[src/rtl/pu_tag_req_arb_pkg.sv]
// Shared types and system constants for the tag-lookup request front end.
package pu_tag_req_arb_pkg;

   localparam int NUM_OF_PU                = 8;
   localparam int PU_WIDTH_NBITS           = 32;
   localparam int TAG_NBITS                = 12;
   localparam int PU_ID_NBITS              = 5;
   localparam int PU_ADDR_NBITS            = 16;
   localparam int PU_MEM_DEPTH_MSB         = 15;
   localparam int PU_MEM_DEPTH_LSB         = 12;
   localparam logic [3:0] PU_TAG_LOOKUP_REQ = 4'hC;
   localparam int TAG_REQ_MAX_OUTSTANDING  = 4;
   localparam int TAG_REQ_FIFO_DEPTH_NBITS = 2;

   typedef struct packed {
      logic                      wr;
      logic [PU_ADDR_NBITS-1:0]  addr;
      logic [PU_WIDTH_NBITS-1:0] wdata;
   } io_type;

   // A PU command targets the tag-lookup request window when it is a write
   // whose upper address bits select the lookup register.
   function automatic logic is_tag_req(input io_type cmd);
      return cmd.wr && (cmd.addr[PU_MEM_DEPTH_MSB:PU_MEM_DEPTH_LSB] == PU_TAG_LOOKUP_REQ);
   endfunction

endpackage

[src/rtl/pu_tag_req_arb_fifo.sv]
// Per-PU key FIFO, first-word fall-through. Write on full is only legal
// when the same cycle also pops; the caller guarantees that.
module pu_tag_key_fifo #(
   parameter int KEY_NBITS   = 12,
   parameter int DEPTH_NBITS = 2
) (
   input  logic                 clk,
   input  logic                 rst_n,
   input  logic                 wr_i,
   input  logic [KEY_NBITS-1:0] din_i,
   input  logic                 rd_i,
   output logic [KEY_NBITS-1:0] dout_o,
   output logic                 full_o,
   output logic                 empty_o
);

   localparam int DEPTH = 1 << DEPTH_NBITS;

   logic [KEY_NBITS-1:0] mem_q [DEPTH];
   logic [DEPTH_NBITS:0] wr_ptr_q, rd_ptr_q;

   assign empty_o = (wr_ptr_q == rd_ptr_q);
   assign full_o  = (wr_ptr_q[DEPTH_NBITS] != rd_ptr_q[DEPTH_NBITS]) &&
                    (wr_ptr_q[DEPTH_NBITS-1:0] == rd_ptr_q[DEPTH_NBITS-1:0]);
   assign dout_o  = mem_q[rd_ptr_q[DEPTH_NBITS-1:0]];

   // Storage array; contents are don't-care until written.
   always_ff @(posedge clk) begin
      if (wr_i) mem_q[wr_ptr_q[DEPTH_NBITS-1:0]] <= din_i;
   end

   // Read/write pointers with an extra wrap bit to tell full from empty.
   always_ff @(posedge clk or negedge rst_n) begin
      if (!rst_n) begin
         wr_ptr_q <= '0;
         rd_ptr_q <= '0;
      end else begin
         if (wr_i) wr_ptr_q <= wr_ptr_q + 1'b1;
         if (rd_i) rd_ptr_q <= rd_ptr_q + 1'b1;
      end
   end

endmodule

[src/rtl/pu_tag_req_arb.sv]
// Tag-lookup request front end: per-PU key FIFOs, round-robin issue with a
// minimum inter-issue gap and a credit limit on outstanding lookups.
module pu_tag_req_arb
   import pu_tag_req_arb_pkg::*;
#(
   parameter int NUM_OF_PU        = pu_tag_req_arb_pkg::NUM_OF_PU,
   parameter int WIDTH_NBITS      = PU_WIDTH_NBITS,
   parameter int KEY_NBITS        = TAG_NBITS,
   parameter int FIFO_DEPTH_NBITS = TAG_REQ_FIFO_DEPTH_NBITS,
   parameter int MAX_OUTSTANDING  = TAG_REQ_MAX_OUTSTANDING,
   parameter int GAP_NBITS        = 3
) (
   input  logic                                   clk,
   input  logic                                   rst_n,
   input  logic [GAP_NBITS-1:0]                   cfg_issue_gap_i,
   input  logic                                   err_clr_i,
   input  logic [NUM_OF_PU-1:0]                   io_req_i,
   input  io_type [NUM_OF_PU-1:0]                 io_cmd_i,
   output logic [NUM_OF_PU-1:0]                   io_ack_o,
   output logic [NUM_OF_PU-1:0][WIDTH_NBITS-1:0]  io_ack_data_o,
   output logic                                   tag_key_valid_o,
   output logic [KEY_NBITS-1:0]                   tag_key_o,
   output logic [PU_ID_NBITS-1:0]                 tag_pid_o,
   input  logic                                   tag_lookup_status_valid_i,
   output logic [3:0]                             outstanding_o,
   output logic [NUM_OF_PU-1:0]                   fifo_full_o,
   output logic [NUM_OF_PU-1:0]                   overflow_err_o,
   output logic                                   underflow_err_o
);

   logic [NUM_OF_PU-1:0] enq, fifo_wr, fifo_rd, fifo_full, fifo_empty, ovf_new;
   logic [KEY_NBITS-1:0] fifo_dout [NUM_OF_PU];

   logic [PU_ID_NBITS-1:0] rr_ptr_q, rr_ptr_d, sel;
   logic [GAP_NBITS-1:0]   gap_cnt_q, gap_cnt_d;
   logic [3:0]             outstanding_q, outstanding_d;
   logic                   eligible, grant, credit_ret, unf_new;

   logic                   tag_key_valid_q;
   logic [KEY_NBITS-1:0]   tag_key_q, tag_key_d;
   logic [PU_ID_NBITS-1:0] tag_pid_q, tag_pid_d;
   logic [NUM_OF_PU-1:0]   io_ack_q, overflow_q, overflow_d;
   logic                   underflow_q, underflow_d;

   // Only the key slice and decode bits of each command are consumed.
   logic unused_cmd_bits;
   assign unused_cmd_bits = ^io_cmd_i;

   for (genvar i = 0; i < NUM_OF_PU; i++) begin : g_pu
      assign enq[i] = io_req_i[i] & is_tag_req(io_cmd_i[i]);

      pu_tag_key_fifo #(
         .KEY_NBITS   (KEY_NBITS),
         .DEPTH_NBITS (FIFO_DEPTH_NBITS)
      ) u_fifo (
         .clk     (clk),
         .rst_n   (rst_n),
         .wr_i    (fifo_wr[i]),
         .din_i   (io_cmd_i[i].wdata[KEY_NBITS-1:0]),
         .rd_i    (fifo_rd[i]),
         .dout_o  (fifo_dout[i]),
         .full_o  (fifo_full[i]),
         .empty_o (fifo_empty[i])
      );
   end

   // A full FIFO still accepts a write when the arbiter pops it this cycle.
   assign fifo_wr = enq & (~fifo_full | fifo_rd);
   assign ovf_new = enq & fifo_full & ~fifo_rd;

   assign eligible = (|(~fifo_empty)) && (gap_cnt_q == '0) &&
                     (outstanding_q < 4'(MAX_OUTSTANDING));

   // Round-robin pick: first non-empty FIFO after the last granted PU.
   always_comb begin
      int idx;
      idx   = 0;
      grant = 1'b0;
      sel   = '0;
      if (eligible) begin
         for (int k = 1; k <= NUM_OF_PU; k++) begin
            idx = int'(rr_ptr_q) + k;
            if (idx >= NUM_OF_PU) idx = idx - NUM_OF_PU;
            if (!grant && !fifo_empty[idx]) begin
               grant = 1'b1;
               sel   = PU_ID_NBITS'(idx);
            end
         end
      end
   end

   assign fifo_rd = grant ? (NUM_OF_PU'(1) << sel) : '0;

   // Next-state for pointer, gap timer, credits, issue registers and errors.
   always_comb begin
      rr_ptr_d  = grant ? sel : rr_ptr_q;
      gap_cnt_d = grant ? cfg_issue_gap_i :
                  (gap_cnt_q != '0) ? gap_cnt_q - 1'b1 : gap_cnt_q;

      credit_ret    = tag_lookup_status_valid_i && (outstanding_q != 4'd0);
      unf_new       = tag_lookup_status_valid_i && (outstanding_q == 4'd0);
      outstanding_d = outstanding_q;
      if (grant && !credit_ret)      outstanding_d = outstanding_q + 4'd1;
      else if (!grant && credit_ret) outstanding_d = outstanding_q - 4'd1;

      tag_key_d = grant ? fifo_dout[sel] : tag_key_q;
      tag_pid_d = grant ? sel : tag_pid_q;

      // A new error in the clearing cycle survives the clear.
      overflow_d  = (overflow_q & ~{NUM_OF_PU{err_clr_i}}) | ovf_new;
      underflow_d = (underflow_q & ~err_clr_i) | unf_new;
   end

   // State and registered outputs.
   always_ff @(posedge clk or negedge rst_n) begin
      if (!rst_n) begin
         rr_ptr_q        <= PU_ID_NBITS'(NUM_OF_PU - 1);
         gap_cnt_q       <= '0;
         outstanding_q   <= '0;
         tag_key_valid_q <= 1'b0;
         tag_key_q       <= '0;
         tag_pid_q       <= '0;
         io_ack_q        <= '0;
         overflow_q      <= '0;
         underflow_q     <= 1'b0;
      end else begin
         rr_ptr_q        <= rr_ptr_d;
         gap_cnt_q       <= gap_cnt_d;
         outstanding_q   <= outstanding_d;
         tag_key_valid_q <= grant;
         tag_key_q       <= tag_key_d;
         tag_pid_q       <= tag_pid_d;
         io_ack_q        <= fifo_rd;
         overflow_q      <= overflow_d;
         underflow_q     <= underflow_d;
      end
   end

   assign io_ack_o        = io_ack_q;
   assign io_ack_data_o   = '0;
   assign tag_key_valid_o = tag_key_valid_q;
   assign tag_key_o       = tag_key_q;
   assign tag_pid_o       = tag_pid_q;
   assign outstanding_o   = outstanding_q;
   assign fifo_full_o     = fifo_full;
   assign overflow_err_o  = overflow_q;
   assign underflow_err_o = underflow_q;

endmodule

[config.mk]
export PLATFORM = sky130hd
export DESIGN_NAME = pu_tag_req_arb
export DESIGN_NICKNAME = d
export VERILOG_FILES = /design/src/rtl/pu_tag_req_arb_pkg.sv /design/src/rtl/pu_tag_req_arb_fifo.sv /design/src/rtl/pu_tag_req_arb.sv
export SDC_FILE = /design/constraint.sdc
export NUM_CORES = 1
export LEC_CHECK = 0
export ABC_AREA = 1
export BUFFER_PORTS_ARGS = -buffer_cell sky130_fd_sc_hd__buf_2
export CORE_AREA = 2 2 273 275
export DETAILED_ROUTE_END_ITERATION = 6
export DIE_AREA = 0 0 275 277
export PLACE_DENSITY = 0.64
export SYNTH_ARGS = -nofsm -noshare
export SYNTH_HDL_FRONTEND = slang
export SYNTH_SLANG_ARGS = --single-unit
[constraint.sdc]
create_clock -name clk -period 4.2 [get_ports clk]
set_input_delay 0.84 -clock clk [delete_from_list [all_inputs] [get_ports clk]]
set_output_delay 0.84 -clock clk [all_outputs]
set_load 0.03 [all_outputs]
==> summary.txt, run 1 <==
Outcome
  – Run status: finished, final reports clean

Setup path
  – CP endpoint kind: register
  – Reg2Reg Launch Point: rr_ptr_q[1]
  – CP required: 4.68 ns
  – Largest fanout on the critical path: 24
  – Worst R2R Path Depth: 20
  – Crit path launch type: register
  – Crit path kind: register to register
  – Crit path launch: rr_ptr_q[1]
  – CP arrival: 4.43 ns

Layout
  – Layout cells sized above 1: between 10% and 20%
  – Fill count: 7205
  – Area grow syn2layout: 13.8%
  – Finished Layout Cells: around 3.6k
  – Nets: 3112

Logic synthesis
  – Mapped Area: 24500 µm²
  – Unique masters post-synth: 52
  – FF+latch count, synth: 477
  – Synth Warn #: 0
  – Register area share after synthesis: 56.6%
  – Top_reg_cell synth: edfxtp_1
  – Fraction of registers with async set/reset: 19.5%
  – Post-synth EDFFs: 384
  – Syn_area_per_cell: about 10 µm²
  – Synth Instances: 2372

Routing
  – DRC: 0
  – WL/cell: 16.8 µm
  – Final WL: 61400 µm
  – Drt pass-1 iters: 5
  – Via density per instance: 4.62
  – Detailed router's first-iteration violation count: 1119
  – Number of vias in the routed layout: 16.8k
  – Final antenna-violating net count: 0

Clocking
  – CTS H-tree lvls: 2
  – Sink Count: 477
  – CTS clk-pin slew, worst paths: 0.07 ns
  – CTS tree: built
  – CTS Buffer Depth: 3
  – CTS Buf Count: 47
  – Clock Tree Root: clkbuf_16
  – Worst skew pair latency: around 0.6 ns

Floorplanning
  – I/O pin cnt: 710
  – DIE AREA: 76200 µm²
  – Initial core utilization: roughly 33%
  – Die Height: 277 µm
  – Die width: 275 µm
  – Rows: 100
  – Core Box Area: roughly 74000 µm²

Min path
  – Hold WC Path Type: input port to asynchronous set/reset pin

Power and ir drop
  – Final Power: 15.5 mW
  – Internal Dissipation: 9.32 mW
  – Leakage: 11.7 nW
  – Switching share of power: 40.0%
  – Maximum vdd drop: approximately 0.00037 V
  – Pwr/cell area: 558 nW/µm²
  – Switching power: 6.22 mW
  – Clock network power share: between 20% and 30%
  – Gate power share: a little under two fifths
  – Part of the power in registers: 35.7%

Global route
  – Vias in the first global route: ~15k
  – GRT Total Usage: around 16%
  – GRT Residual Overflow: 0
  – First-pass GRT wire length: around 90000 µm
  – Initial antenna violation count: 6
  – Largest net degree at the start of global routing: 48

Placed design
  – GPL Wtd Cong: between 0.9 and 1
  – Dpl hpwl: 44200 µm
  – Port Buffers: just under 200
  – Placed cells: 3546

Timing
  – Least-Margin Pin Slew: 0.687 ns
  – Final Max Tran Viols: 0
  – Fmax: 253 MHz
  – Final Hold Viols: 0
  – Clock Skews: 0.0345 ns
  – Final period utilization: 94.1%
  – Final setup fails: 0
  – Fin Hold WS: 0.264 ns
  – Crit path time final: 3.95 ns
  – Rel. slew slack: 54.2%

Run
  – Max cap viols: 0
==> synth_stat cells, types with 2 or more instances <==
cell      instances  area share, %
buf_6             4           0.18
xnor2_2           3           0.20
nor2_2           11           0.28
nand3_1         224            4.6
o21ai_0         222            4.5
nand3_2          16           0.65
xnor2_1           8           0.29
buf_2            16           0.33
nand3_4           2           0.14
nand2_2          24           0.61
nor2_1          245            3.8
nor2_8            4           0.33
nand2_1         350            5.4
a21oi_1           5           0.10
dfstp_2           3           0.32
clkinv_1          5          0.077
mux2i_1           3           0.12
nand4_1          13           0.33
o211ai_1          2          0.061
inv_1           115            1.8
clkbuf_1         54           0.83
nor2_4            6           0.28
dfrtp_1          90            9.2
clkinv_2          2          0.041
o21ai_1           6           0.12
buf_4           278            8.5
nor4_1            9           0.23
edfxtp_1        384             47
inv_2            17           0.26
inv_4             9           0.23
xor2_1           32            1.1
ha_1             72            3.7
o22ai_1          96            2.5
nand2_4          24            1.1
==> registers in the layout (all words and copies together) (netlist names) <==
signal                cells
g_pu.u_fifo.rd_ptr_q     24
overflow_err_o            8
underflow_err_o           1
g_pu.u_fifo.mem_q       384
tag_key_valid_o           1
tag_key_o                12
gap_cnt_q                 3
tag_pid_o                 3
g_pu.u_fifo.wr_ptr_q     24
rr_ptr_q                  5
outstanding_o             4
io_ack_o                  8
==> per-layer routing <==
metal | global-route usage (%) | share of wire (%) | up-vias | wire, µm
met5 | 0 | 0.029 | - | 18
met4 | 5.43 | 3.0 | 4 | 1860
met3 | 2.35 | 6.3 | 92 | 3890
met2 | 26.2 | 49 | 626 | 29900
met1 | 20.5 | 42 | 7978 | 25700
li1 | - | - | 8140 | -
==> worst max-delay path: stages (launching register included) <==
cell and delay (ns):
dfstp_2 0.56, clkinvlp_4 0.19, ha_1 0.39, clkinvlp_4 0.24, nand2_1 0.14, nand3_1 0.09
nand2_1 0.19, nand2_1 0.11, nor2_1 0.17, nand3_1 0.09, inv_1 0.06, nor2_1 0.04
nand3_1 0.19, nor2_2 0.10, nor2_8 0.14, buf_6 0.27, nand3_1 0.26, nand3_1 0.32
nand2_1 0.11, nand2_1 0.07, nand2_1 0.05
==> metrics by stage <==
stage	setup TNS, ns	setup slack, ns	cell area, µm²	util (%)
floorplan	0	0.0703	25400	-
global placement	-0.355	-0.0118	26200	35.6
detailed placement	-2.46	-0.0428	26200	35.6
CTS	0	0.0674	27700	37.7
global route	-0.102	-0.0164	27800	37.8
finish	0	0.246	27900	37.9
==> power by group through the flow <==
stage          sequential [mW]  combinational [mW]  clock, mW
2_1_floorplan             5.76                4.10          0
3_3_place_gp              5.64                5.70          0
3_5_place_dp              5.64                5.76          0
4_1_cts                   5.54                5.80       4.16
5_1_grt                   5.57                6.48       4.35
6_report                  5.55                5.90       4.09
==> placed cells by master (no fill, tap or decap), types with 4 or more instances in the layout <==
cell type | netlist | routed
a21oi_1 | 5 | 5
buf_12 | 0 | 17
buf_2 | 16 | 196
buf_4 | 278 | 87
buf_6 | 4 | 7
clkbuf_1 | 54 | 12
clkbuf_16 | 0 | 48
clkinv_1 | 5 | 8
clkinv_2 | 2 | 11
clkinvlp_4 | 0 | 4
conb_1 | 1 | 256
dfrtp_1 | 90 | 90
diode_2 | 0 | 5
edfxtp_1 | 384 | 384
ha_1 | 72 | 69
inv_1 | 115 | 115
inv_2 | 17 | 17
inv_4 | 9 | 11
nand2_1 | 350 | 349
nand2_2 | 24 | 24
nand2_4 | 24 | 25
nand3_1 | 224 | 224
nand3_2 | 16 | 16
nand4_1 | 13 | 13
nor2_1 | 245 | 239
nor2_2 | 11 | 15
nor2_4 | 6 | 8
nor2_8 | 4 | 4
nor4_1 | 9 | 9
o21ai_0 | 222 | 222
o21ai_1 | 6 | 6
o22ai_1 | 96 | 96
xnor2_1 | 8 | 8
xor2_1 | 32 | 32
==> what timing repair did <==
item,in CTS,in global routing
endpoints found under the setup margin,96,372
setup buffers,0,4
hold buffers,0,0
pin swaps,0,1
cloned,0,2
resized for setup,1,26
==> area by class of cell <==
| type | count | area (µm²) | area share (%) |
|---|---|---|---|
| flip-flops and latches | 477 | 13900 | 49.8 |
| repair buffers | 309 | 2070 | 7.43 |
| clock buffers | 63 | 1290 | 4.62 |
| multi-input cells | 1649 | 8620 | 31.0 |
| clock inverters | 25 | 198 | 0.710 |
| diodes | 5 | 12.5 | 0.0449 |
| inverters | 148 | 588 | 2.11 |
| well taps | 969 | 1210 | 4.35 |
==> cells by family (layout without fill, tap and decap cells) <==
group,Yosys count,after routing,synth area share [%]
compound gates,342,342,7.66
xor+xnor,43,43,1.63
fa+ha+maj,73,73,3.76
buf+inv,501,545,12.3
flops,477,477,56.6
mux,3,3,0.123
other cells,1,261,0.0153
simple gates,932,932,17.9
==> final timing paths <==
check / to / slack [ns]
hold reg to reg: tag_key_o[3] / 0.48
setup / recovery: tag_key_o[2] / 0.25
min in group clk: gap_cnt_q[1] / 0.44
setup reg to reg: tag_key_o[2] / 0.25
hold / removal: io_ack_o[4] / 0.26
max in group asynchronous: rr_ptr_q[0] / 3.16
Power figures use the tool's default switching activity.
==> run 2, diff against run 1 <==
--- a/config.mk
+++ b/config.mk
@@ -7,10 +7,12 @@
 export LEC_CHECK = 0
 export ABC_AREA = 1
 export BUFFER_PORTS_ARGS = -buffer_cell sky130_fd_sc_hd__buf_2
+export CAP_MARGIN = 20
 export CORE_AREA = 2 2 273 275
 export DETAILED_ROUTE_END_ITERATION = 6
 export DIE_AREA = 0 0 275 277
 export PLACE_DENSITY = 0.64
+export REMOVE_ABC_BUFFERS = 1
 export SYNTH_ARGS = -nofsm -noshare
 export SYNTH_HDL_FRONTEND = slang
 export SYNTH_SLANG_ARGS = --single-unit
==> run 2 against run 1 <==
Setup slack better by 0.0092 ns. First-iteration DRC count is 8.8% higher. Critical path depth stayed put. Register-to-register slack hardly changed. Hold slack better by 0.086 ns. Via count is 0.11% lower. Fmax is 0.23% higher.
==> summary.txt, run 2 (same netlist as run 1, synthesis figures left out) <==
Outcome
  – Run status: finished, final reports clean

Power and ir drop
  – Leakage: 11.7 nW (-0.46%)
  – Final Power: 15.3 mW (-1.2%)
  – Maximum vdd drop: 0.000500 V (+36%)
  – Pwr/cell area: 552 nW/µm² (-1.0%)

Routing
  – WL/cell: 16.9 µm (+0.27%)
  – DRC: 0 (unchanged)
  – Drt pass-1 iters: 6 (+1)
  – Final antenna-violating net count: 0 (unchanged)
  – Final WL: 61400 µm (about the same)
  – Detailed router's first-iteration violation count: 1217 (+8.8%)
  – Via density per instance: 4.63 (+0.14%)
  – Number of vias in the routed layout: 16.8k (-0.11%)

Layout
  – Most frequent cells in the layout: edfxtp_1, nand2_1, conb_1, nor2_1, nand3_1
  – Largest register FFs: 384 (unchanged)
  – Area grow syn2layout: 13.6%
  – Design Area, Final: 27800 µm² (-0.19%)
  – Layout Utilization: 37.8% (-0.071 points)
  – Layout cells sized above 1: 19.3% (-0.14 points)
  – Nets: 3104 (-0.26%)
  – Most common cell after layout, fill and taps aside: edfxtp_1

Global route
  – Initial antenna violation count: 15 (+9)
  – First-pass GRT wire length: 91300 µm (+0.63%)
  – Largest net degree at the start of global routing: 64 (+33%)
  – Vias in the first global route: 15.6k (+2.6%)
  – GRT Total Usage: 15.7% (+0.085 points)
  – GRT Residual Overflow: 0 (unchanged)

Setup path
  – CP required: 4.50 ns (-0.18 ns)
  – Cell Chain, Critical Path: clkinvlp_4, ha_1, clkinvlp_4, nand3_1, nand3_1, nand2_2, nand3_2, nor2_4, nor2_1, nor2_1, nand3_2, nand2_2, nand2_2, nor2_4, buf_12, nand2_4, nand2_4, nand2_4, nor2_2, buf_12
  – CP max-delay cell: dfstp_2
  – CP arrival: 4.24 ns (-0.19 ns)
  – Crit path kind: register to register
  – CP endpoint kind: register
  – Crit path launch type: register
  – CP peak stage delay: 0.56 ns (about the same)
  – Largest fanout on the critical path: 12 (-50%)

Clocking
  – CTS tree: built
  – CTS Buf Count: 47 (unchanged)
  – CTS clk-pin slew, worst paths: 0.06 ns (about the same)
  – CTS Buffer Depth: 3 (unchanged)
  – Clock Tree Root: clkbuf_16
  – CTS H-tree lvls: 2 (unchanged)
  – Worst skew pair latency: 0.59 ns (-0.02 ns)
  – CTS Hold Buffers Added: 0 (unchanged)
  – Sink Count: 477 (unchanged)

Timing
  – Final WS setup: 0.256 ns (+0.00916 ns)
  – Least-Margin Pin Slew: 0.942 ns (+0.255 ns)
  – RSZ-0062 raised after global routing: true
  – Clock Skews: 0.0226 ns (-0.0118 ns)
  – Final setup fails: 0 (unchanged)
  – Crit path time final: 3.94 ns (-0.00916 ns)
  – Final Max Tran Viols: 0 (unchanged)
  – Final Hold Viols: 0 (unchanged)
  – Rel. slew slack: 36.7% (-17 points)
  – Final period utilization: 93.9% (-0.22 points)
  – Fmax: 254 MHz (+0.23%)

Run
  – Max cap viols: 0 (unchanged)

Floorplanning
  – Die width: 275 µm (unchanged)
  – DIE AREA: 76200 µm² (unchanged)
  – Rows: 100 (unchanged)
  – Die Height: 277 µm (unchanged)
  – I/O pin cnt: 710 (unchanged)
  – Initial core utilization: 33.3% (unchanged)
  – Core Box Area: 73600 µm² (unchanged)

Min path
  – Hold WC Path Type: input port to asynchronous set/reset pin

Placed design
  – Dpl hpwl: 43900 µm (-0.88%)
  – Placed Area: 26100 µm² (-0.51%)
  – GPL Wtd Cong: 0.859 (-7.6%)
  – Pre-CTS setup slack: 0.0509 ns (+0.0937 ns)
  – Port Buffers: 197 (unchanged)
-- run 2: worst paths after layout --
| path | slack, ns | from | cells after the start | to |
|---|---|---|---|---|
| max in group asynchronous | 3.02 | rst_n | 2 | io_ack_o[3] |
| worst min register to register | 0.48 | tag_pid_o[1] | 2 | tag_pid_o[1] |
| worst max register to register | 0.26 | rr_ptr_q[1] | 20 | g_pu[4].u_fifo.mem_q[0][5] |
| worst min-delay path | 0.35 | rst_n | 1 | outstanding_o[1] |
| min in group clk | 0.47 | io_cmd_i[198] | 1 | g_pu[4].u_fifo.mem_q[3][2] |
| worst max-delay path | 0.26 | rr_ptr_q[1] | 20 | g_pu[4].u_fifo.mem_q[0][5] |
-- run 2: where the power goes --
group	switching, mW	internal [mW]	total [mW]
sequential	0.250	5.32	5.57
clock	1.80	2.35	4.15
combinational	3.94	1.68	5.62
total	5.99	9.35	15.3
-- run 2: what timing repair did --
action | CTS | global route
gates resized for setup | 0 | 34
endpoints found under the setup margin | 0 | 396
setup buffers | 0 | 7
-- run 2: critical path, delay by kind of cell, from the launching register on --
kind	cells	cell delay, ns
adder cells (fa/ha/maj)	1	0.40
AND/OR/NAND/NOR	15	1.96
flip-flops	1	0.56
buffers and inverters	4	0.72
-- run 2: metal layers --
metal / wire, µm / track usage, % / up-vias
li1: - / - / 8128
met1: 24800 / 20.0 / 7913
met2: 29000 / 25.6 / 671
met3: 5170 / 3.61 / 98
met4: 2370 / 6.60 / 12
met5: 79 / 0 / -
-- run 2: area by class of cell --
class | count | area [µm²]
fillers | 7253 | 45800
clock buffers | 55 | 1230
repair buffers | 301 | 1980
diodes | 8 | 20.0
inverters | 148 | 592
multi-input cells | 1649 | 8630
clock inverters | 29 | 277
flip-flops and latches | 477 | 13900
well taps | 969 | 1210
-- run 2: per-stage QoR --
| step | cells | TNS [ns] | hold slack, ns |
|---|---|---|---|
| 2_1_floorplan | 2274 | -316.94 | 0.462 |
| 3_3_place_gp | 3534 | 0 | 0.462 |
| 3_5_place_dp | 3534 | 0 | 0.465 |
| 4_1_cts | 3618 | 0 | 0.376 |
| 5_1_grt | 3633 | -1.02 | 0.422 |
| 6_report | 3636 | 0 | 0.350 |
==> run 3, diff against run 2 <==
--- a/config.mk
+++ b/config.mk
@@ -7,11 +7,10 @@
 export LEC_CHECK = 0
 export ABC_AREA = 1
 export BUFFER_PORTS_ARGS = -buffer_cell sky130_fd_sc_hd__buf_2
-export CAP_MARGIN = 20
-export CORE_AREA = 2 2 273 275
+export CAP_MARGIN = 40
+export CORE_UTILIZATION = 28
 export DETAILED_ROUTE_END_ITERATION = 6
-export DIE_AREA = 0 0 275 277
-export PLACE_DENSITY = 0.64
+export PLACE_DENSITY = 0.56
 export REMOVE_ABC_BUFFERS = 1
 export SYNTH_ARGS = -nofsm -noshare
 export SYNTH_HDL_FRONTEND = slang
==> run 3 against run 2 <==
Clock skew increased by 0.013 ns. Sequential power barely moved. Die area up 16%. Global-route usage down 1.7 points. Wire length grew 4.8%. Largest power group unchanged. Highest routed layer unchanged.
==> summary.txt, run 3 (same netlist as run 1, synthesis figures left out) <==
Setup path
  – Worst path bufs/invs: 6 (+2)
  – Worst R2R Path Depth: 21 (+5.0%)
  – CP endpoint kind: register
  – CP peak stage delay: 0.56 ns (about the same)
  – Largest fanout on the critical path: 12 (unchanged)
  – CP arrival: 4.43 ns (+0.19 ns)
  – Reg2Reg Launch Point: rr_ptr_q[1]
  – R2r setup slk: 0.23 ns (-0.02 ns)
  – Cell Chain, Critical Path: clkinvlp_4, buf_4, ha_1, inv_2, buf_4, nand3_2, nand3_1, nand2_2, inv_2, nand4_4, nor2_8, nand3_4, nand2_1, nor2_2, nor2_8, buf_4, nand3_1, nand3_1, nand2_1, nand2_1, nand2_1
  – Top cell by count, worst path: nand2_1
  – R2R Path End: tag_key_o[0]
  – CP required: 4.66 ns (+0.16 ns)
  – Crit path launch type: register
  – Top delay family on crit path: simple AND/OR/NAND/NOR gates
  – Crit path kind: register to register
  – CP max-delay cell: dfstp_2

Routing
  – Number of vias in the routed layout: 17.0k (+0.79%)
  – Final antenna-violating net count: 0 (unchanged)
  – Detailed router's first-iteration violation count: 1027 (-16%)
  – Drt pass-1 iters: 5 (-1)
  – Via density per instance: 4.42 (-4.5%)
  – WL/cell: 16.8 µm (-0.73%)
  – Final WL: 64300 µm (+4.8%)
  – DRC: 0 (unchanged)

Min path
  – Hold WC Path Type: input port to asynchronous set/reset pin

Layout
  – Layout cells sized above 1: 19.8% (+0.47 points)
  – Most frequent cells in the layout: edfxtp_1, nand2_1, conb_1, nor2_1, nand3_1
  – Area grow syn2layout: 15.7%
  – Nets: 3119 (+0.48%)
  – Most common cell after layout, fill and taps aside: edfxtp_1
  – Largest register FFs: 384 (unchanged)
  – Layout Utilization: 32.7% (-5.1 points)

Clocking
  – CTS Buf Count: 48 (+2.1%)
  – Clock Tree Root: clkbuf_16
  – CTS Buffer Depth: 3 (unchanged)
  – Post-CTS setup buffers: 0 (unchanged)
  – CTS H-tree lvls: 2 (unchanged)
  – Sink Count: 477 (unchanged)
  – CTS tree: built
  – CTS clk-pin slew, worst paths: 0.06 ns (about the same)
  – Worst skew pair latency: 0.60 ns (about the same)

Timing
  – Setup TNS: 0 ns (unchanged)
  – Crit path time final: 3.97 ns (+0.0211 ns)
  – Final Max Tran Viols: 0 (unchanged)
  – Clock Skews: 0.0354 ns (+0.0127 ns)
  – Fmax: 252 MHz (-0.53%)
  – RSZ-0062 raised after global routing: false
  – Final setup fails: 0 (unchanged)
  – Rel. slew slack: 53.5% (+17 points)
  – Fin Hold WS: 0.249 ns (-0.101 ns)
  – Final Hold Viols: 0 (unchanged)
  – Least-Margin Pin Slew: 0.697 ns (-0.245 ns)
  – Final period utilization: 94.4% (+0.50 points)

Global route
  – Initial antenna violation count: 17 (+2)
  – Vias in the first global route: 15.4k (-0.78%)
  – Largest net degree at the start of global routing: 51 (-20%)
  – First-pass GRT wire length: 94800 µm (+3.9%)
  – GRT Residual Overflow: 0 (unchanged)
  – GRT Total Usage: 14.1% (-1.7 points)

Floorplanning
  – Rows: 108 (+8.0%)
  – Core Box Area: 86600 µm² (+18%)
  – I/O pin cnt: 710 (unchanged)
  – DIE AREA: 88600 µm² (+16%)
  – Die Height: 298 µm (+7.4%)
  – Initial core utilization: 28.3% (-5.0 points)
  – Die width: 298 µm (+8.2%)

Power and ir drop
  – Final Power: 15.6 mW (+1.5%)
  – Leakage: 11.8 nW (+1.3%)
  – Pwr/cell area: 550 nW/µm² (-0.35%)
  – Maximum vdd drop: 0.000381 V (-24%)

Placed design
  – Dpl hpwl: 46400 µm (+5.8%)
  – Port Buffers: 197 (unchanged)
  – GPL Wtd Cong: 0.860 (about the same)

Run
  – Max cap viols: 0 (unchanged)

Outcome
  – Run status: finished, final reports clean
==> run 3: stage by stage <==
stage	cell area (µm²)	std cells	worst slack (ns)
floorplan	23000	2274	-1.26
global placement	26700	3743	0.223
detailed placement	26700	3744	0.198
CTS	28200	3832	0.173
global route	28300	3834	0.00439
finish	28300	3837	0.235
==> run 3: cell type report <==
cell class,instances,area (µm²)
diodes,5,12.5
clock buffers,60,1280
clock inverters,28,295
fillers,8731,58300
inverters,148,584
multi-input cells,1649,8610
flip-flops and latches,477,13900
well taps,1155,1450
repair buffers,315,2220
==> run 3: per-layer routing <==
layer / share of wire (%) / global-route usage (%)
met1: 44 / 18.4
met2: 48 / 23.5
met3: 5.9 / 2.66
met4: 2.2 / 4.16
met5: 0.15 / 0
==> run 3: power breakdown <==
part	switching, mW	internal [mW]
combinational	3.98	1.70
clock	1.84	2.48
sequential	0.244	5.32
==> run 3: worst max-delay path by stage <==
stage / startpoint / endpoint / slack, ns / depth (start not counted)
after CTS: rr_ptr_q[1] / g_pu[4].u_fifo.mem_q[3][7] / 0.17 / 22
after detailed placement: rr_ptr_q[1] / g_pu[4].u_fifo.mem_q[3][11] / 0.20 / 22
final: rr_ptr_q[1] / tag_key_o[0] / 0.23 / 21
after global placement: rr_ptr_q[1] / g_pu[3].u_fifo.mem_q[0][0] / 0.22 / 22
after floorplan: rr_ptr_q[1] / g_pu[0].u_fifo.mem_q[0][0] / -1.26 / 18
after global routing: rr_ptr_q[2] / g_pu[4].u_fifo.mem_q[3][6] / 0.004 / 26
==> run 3: timing repair <==
item	4_1_cts	5_1_grt
setup endpoints to repair	0	181
gates resized for setup	0	17
hold buffers	0	0
